<file path="src/rtl/ring_router_mux.sv">
// Ring router merge stage: joins through-ring and locally injected traffic onto the
// next ring hop, switching sources only at packet boundaries (round-robin on contention).
module ring_router_mux #(
   parameter int OUT_REG = 1,
   parameter int DATA_W  = 16
) (
   input  logic              clk,
   input  logic              rst,
   input  logic [DATA_W-1:0] in_ring_data_i,
   input  logic              in_ring_first_i,
   input  logic              in_ring_last_i,
   input  logic              in_ring_valid_i,
   output logic              in_ring_ready_o,
   input  logic [DATA_W-1:0] in_local_data_i,
   input  logic              in_local_first_i,
   input  logic              in_local_last_i,
   input  logic              in_local_valid_i,
   output logic              in_local_ready_o,
   output logic [DATA_W-1:0] out_ring_data_o,
   output logic              out_ring_first_o,
   output logic              out_ring_last_o,
   output logic              out_ring_valid_o,
   input  logic              out_ring_ready_i
);

   typedef enum logic [1:0] {S_IDLE, S_WORM_RING, S_WORM_LOCAL} state_e;

   state_e            state_q, state_d;
   logic              last_local_q, last_local_d;
   logic              grant_ring, grant_local;
   logic              sink_ready, sel_ready;
   logic              sel_valid, sel_first, sel_last, xfer;
   logic [DATA_W-1:0] sel_data;

   always_ff @(posedge clk) begin
      if (rst) begin
         state_q      <= S_IDLE;
         last_local_q <= 1'b1;
      end else begin
         state_q      <= state_d;
         last_local_q <= last_local_d;
      end
   end

   // The first beat taken while idle starts a packet; it records the winner for round robin.
   always_comb begin
      state_d      = state_q;
      last_local_d = last_local_q;
      case (state_q)
         S_IDLE: begin
            if (xfer) begin
               last_local_d = grant_local;
               if (!sel_last) state_d = grant_local ? S_WORM_LOCAL : S_WORM_RING;
            end
         end
         S_WORM_RING, S_WORM_LOCAL: begin
            if (xfer && sel_last) state_d = S_IDLE;
         end
         default: state_d = S_IDLE;
      endcase
   end

   always_comb begin
      grant_ring  = 1'b0;
      grant_local = 1'b0;
      case (state_q)
         S_IDLE: begin
            if (in_ring_valid_i && in_local_valid_i) begin
               grant_ring  = last_local_q;
               grant_local = !last_local_q;
            end else begin
               grant_ring  = in_ring_valid_i;
               grant_local = !in_ring_valid_i && in_local_valid_i;
            end
         end
         S_WORM_RING:  grant_ring  = 1'b1;
         S_WORM_LOCAL: grant_local = 1'b1;
         default: ;
      endcase
   end

   assign sel_ready        = sink_ready && !rst;
   assign in_ring_ready_o  = grant_ring && sel_ready;
   assign in_local_ready_o = grant_local && sel_ready;
   assign sel_valid        = (grant_ring && in_ring_valid_i) || (grant_local && in_local_valid_i);
   assign sel_data         = grant_ring ? in_ring_data_i  : in_local_data_i;
   assign sel_first        = grant_ring ? in_ring_first_i : in_local_first_i;
   assign sel_last         = grant_ring ? in_ring_last_i  : in_local_last_i;
   assign xfer             = sel_valid && sel_ready;

   if (OUT_REG != 0) begin : gen_skid
      logic [DATA_W+1:0] buf_q [2];
      logic              wr_ptr_q, wr_ptr_d, rd_ptr_q, rd_ptr_d;
      logic [1:0]        count_q, count_d;
      logic              pop;

      // Ready comes only from occupancy, so out_ring_ready_i never reaches the inputs.
      assign sink_ready       = (count_q != 2'd2);
      assign out_ring_valid_o = (count_q != 2'd0);
      assign pop              = out_ring_valid_o && out_ring_ready_i;
      assign {out_ring_first_o, out_ring_last_o, out_ring_data_o} = buf_q[rd_ptr_q];

      always_comb begin
         wr_ptr_d = xfer ? !wr_ptr_q : wr_ptr_q;
         rd_ptr_d = pop  ? !rd_ptr_q : rd_ptr_q;
         count_d  = count_q;
         case ({xfer, pop})
            2'b10:   count_d = count_q + 2'd1;
            2'b01:   count_d = count_q - 2'd1;
            default: ;
         endcase
      end

      always_ff @(posedge clk) begin
         if (rst) begin
            wr_ptr_q <= 1'b0;
            rd_ptr_q <= 1'b0;
            count_q  <= 2'd0;
         end else begin
            wr_ptr_q <= wr_ptr_d;
            rd_ptr_q <= rd_ptr_d;
            count_q  <= count_d;
         end
      end

      always_ff @(posedge clk) begin
         if (xfer) buf_q[wr_ptr_q] <= {sel_first, sel_last, sel_data};
      end
   end else begin : gen_pass
      assign sink_ready       = out_ring_ready_i;
      assign out_ring_valid_o = sel_valid && !rst;
      assign out_ring_data_o  = sel_data;
      assign out_ring_first_o = sel_first;
      assign out_ring_last_o  = sel_last;
   end

endmodule
</file>
<file path="config.mk">
export PLATFORM = sky130hd
export DESIGN_NAME = ring_router_mux
export DESIGN_NICKNAME = d
export VERILOG_FILES = /design/src/rtl/ring_router_mux.sv
export SDC_FILE = /design/constraint.sdc
export NUM_CORES = 1
export LEC_CHECK = 0
export ABC_AREA = 1
export CAP_MARGIN = 20
export CORE_UTILIZATION = 34
export DETAILED_ROUTE_END_ITERATION = 8
export HOLD_SLACK_MARGIN = 0.12
export PLACE_DENSITY = 0.67
export SKIP_LAST_GASP = 1
export SYNTH_ARGS = -nofsm -noshare
export SYNTH_HDL_FRONTEND = slang
export SYNTH_SLANG_ARGS = --single-unit
</file>
<file path="constraint.sdc">
create_clock -name clk -period 3.21 [get_ports clk]
set_clock_uncertainty 0.15 [all_clocks]
set_input_delay 0.642 -clock clk [delete_from_list [all_inputs] [get_ports clk]]
set_output_delay 0.642 -clock clk [all_outputs]
set_load 0.01 [all_outputs]
</file>
==> results_dict.tcl <==
set metrics [dict create \
    diodes 0 \
    syn_inst 197 \
    path_max_fanout 3 \
    grt_max_degree 22 \
    final_nets 311 \
    end_kind "primary output" \
    ys_warn_count 0 \
    synth.distinct_cells 22 \
    fin_cells 342 \
    hold_path_class "flip-flop to flip-flop" \
    cts_resized 0 \
    clock_latency_ns 0.29 \
    cts_hold_buf 0 \
    routed_wl_um 3900 \
    cp-start-kind "input pin" \
    ys_seq_elements 44 \
    setup_tns_ns 0 \
    max_cap_violations 0 \
    avgViaCountPerCell 4.31 \
    power_per_cell_area_nw_per_um2 826 \
    slew_violations 0 \
    wire_per_inst_um 11.4 \
    io_buffers 61 \
    tightest_slew_ns 0.253 \
    grt_pass1_wl_um 6180 \
    hpwl_um 2790 \
    timing.fmax_mhz 347 \
    clock-sinks 44 \
    final_cell_mix "72 x nand2_1, 61 x clkdlybuf4s50_1, 36 x edfxtp_1" \
    syn_nets 242 \
    die_h_um 80.0 \
    cts_setup_buffers 0 \
    use_met1_pct 14.9 \
    grt_remaining_overflow 0 \
    place.gp.congestion 0.801 \
    grt_antenna_before_repair 0 \
    start_util_pct 35.1 \
    floorplan.die_area_sq_um 6400 \
    p_leak_nw 1.18 \
    crit_arrival_ns 2.09 \
    worstHoldPathCells 1 \
    core_area_sq_um 5890 \
    fin_crit_sh_pct 89.7 \
    hold_viol 0 \
    critPathRequiredTime_ns 2.42 \
    synth_area_sq_um 2070 \
    final_layout_size_suffix_gt1_share_pct 17.2 \
    cts_tree "done" \
    setup_viol 0 \
    r2r_cells 12 \
    vias 1474 \
    clockBufferDepth 2 \
    dr.pass1.iters 4 \
    clock-root-buffer "clkbuf_8" \
    grt-busiest-layer "met2" \
    grt_pass1_vias 1389 \
    rsz0062_at_grt "false" \
    ant_nets 0 \
    slew_headroom_pct 83.2 \
    dp.cells 334 \
    path_clk_slew_ns 0.08 \
    grt_use_met2_pct 23.3 \
    fp-row-count 28 \
    cts_buffers 5 \
    worstSetupPathType "input pin to primary output" \
    post-route-drc-count 0 \
    vdd_drop_max_mv 0.672 \
    syn_avg_cell_area_sq_um 10.5 \
    cts_max_level 2 \
    chipWidth_um 80.0 \
    use_met3_pct 2.74 \
    yosysSeqAreaShare_pct 60.0 \
    syn_to_final_growth_pct 40.6 \
    grt_util_all_layers_pct 12.8 \
    ios 62 \
    finalCriticalPeriod_ns 2.88 \
    outcome "completed" \
    drt-initial-drc-count 45 \
    final_common_cell "nand2_1" \
]
-- Yosys cell counts (all sizes together) --
library cell / instances / share of area [%]
nor2: 15 / 2.8
a21oi: 5 / 1.4
nand3: 6 / 1.7
nor3: 1 / 0.24
dfxtp: 8 / 7.7
edfxtp: 36 / 52
inv: 18 / 3.3
nand2: 77 / 15
o21ai: 3 / 0.91
buf: 5 / 1.9
xor2: 1 / 0.42
mux2: 18 / 9.8
ha: 4 / 2.4
-- path summary, 6_finish.rpt --
kind                                   startpoint                    end  slack [ns]
worst min register to register  gen_skid.rd_ptr_q      gen_skid.rd_ptr_q        0.31
worst min-delay path            gen_skid.rd_ptr_q      gen_skid.rd_ptr_q        0.31
worst max-delay path              in_ring_valid_i        in_ring_ready_o        0.33
worst max register to register         state_q[1]  gen_skid.buf_q[1][13]        0.93
-- registers in the layout, summed over array words and instances, names as in the netlist, named ones only --
register           cells
state_q                2
gen_skid.count_q       2
gen_skid.wr_ptr_q      1
gen_skid.buf_q        36
gen_skid.rd_ptr_q      1
last_local_q           1
-- kinds of logic (layout without fill, tap and decap cells) --
group	after synthesis	count (layout)	share of synthesized area [%]
muxes	18	18	9.81
and+or+nand+nor	99	99	19.9
adders and majority gates	4	4	2.42
AOI/OAI and AO/OA	8	8	2.30
xor gates and xnor gates	1	1	0.424
DFF	44	44	60.0
buffers and inverters	23	93	5.14
-- worst max-delay path, cell delays in order --
cell and delay (ns):
clkdlybuf4s50_1 0.53, inv_2 0.05, nor2_2 0.10, nand2_2 0.07
nand2_4 0.06, inv_2 0.03, nor2_1 0.08, clkdlybuf4s50_1 0.54
-- layer usage --
metal	wire length, um	part of all wire [%]
met1	1690	43
met2	2020	52
met3	151	3.9
met4	34	0.87
met5	0	0
-- final cells by class --
class | count | area, sq um
clock buffers | 5 | 68.8
clock inverters | 3 | 42.5
fillers | 551 | 2980
inverters | 18 | 67.6
multi-input cells | 130 | 724
flip-flops and latches | 44 | 1240
well taps | 75 | 93.8
repair buffers | 67 | 668
-- power by group --
part,switching (W),internal (W),total (W),leakage (nW)
sequential,0.0000374,0.000820,0.000858,0.394
clock,0.000180,0.000230,0.000410,0.0558
combinational,0.000633,0.000500,0.00113,0.730
-- per-stage QoR --
step | util (%) | setup slack (ns) | cell area, sq um | total power, W | hold WS [ns]
2_1_floorplan | - | 0.712 | 2070 | 0.00161 | 0.275
3_3_place_gp | 47.5 | 0.343 | 2800 | 0.00200 | 0.289
3_5_place_dp | 47.5 | 0.335 | 2800 | 0.00202 | 0.292
4_1_cts | 49.4 | 0.322 | 2910 | 0.00244 | 0.307
5_1_grt | 49.4 | 0.239 | 2910 | 0.00259 | 0.325
6_report | 49.4 | 0.330 | 2910 | 0.00240 | 0.307
Note: power is estimated with default switching activity, not from simulation.
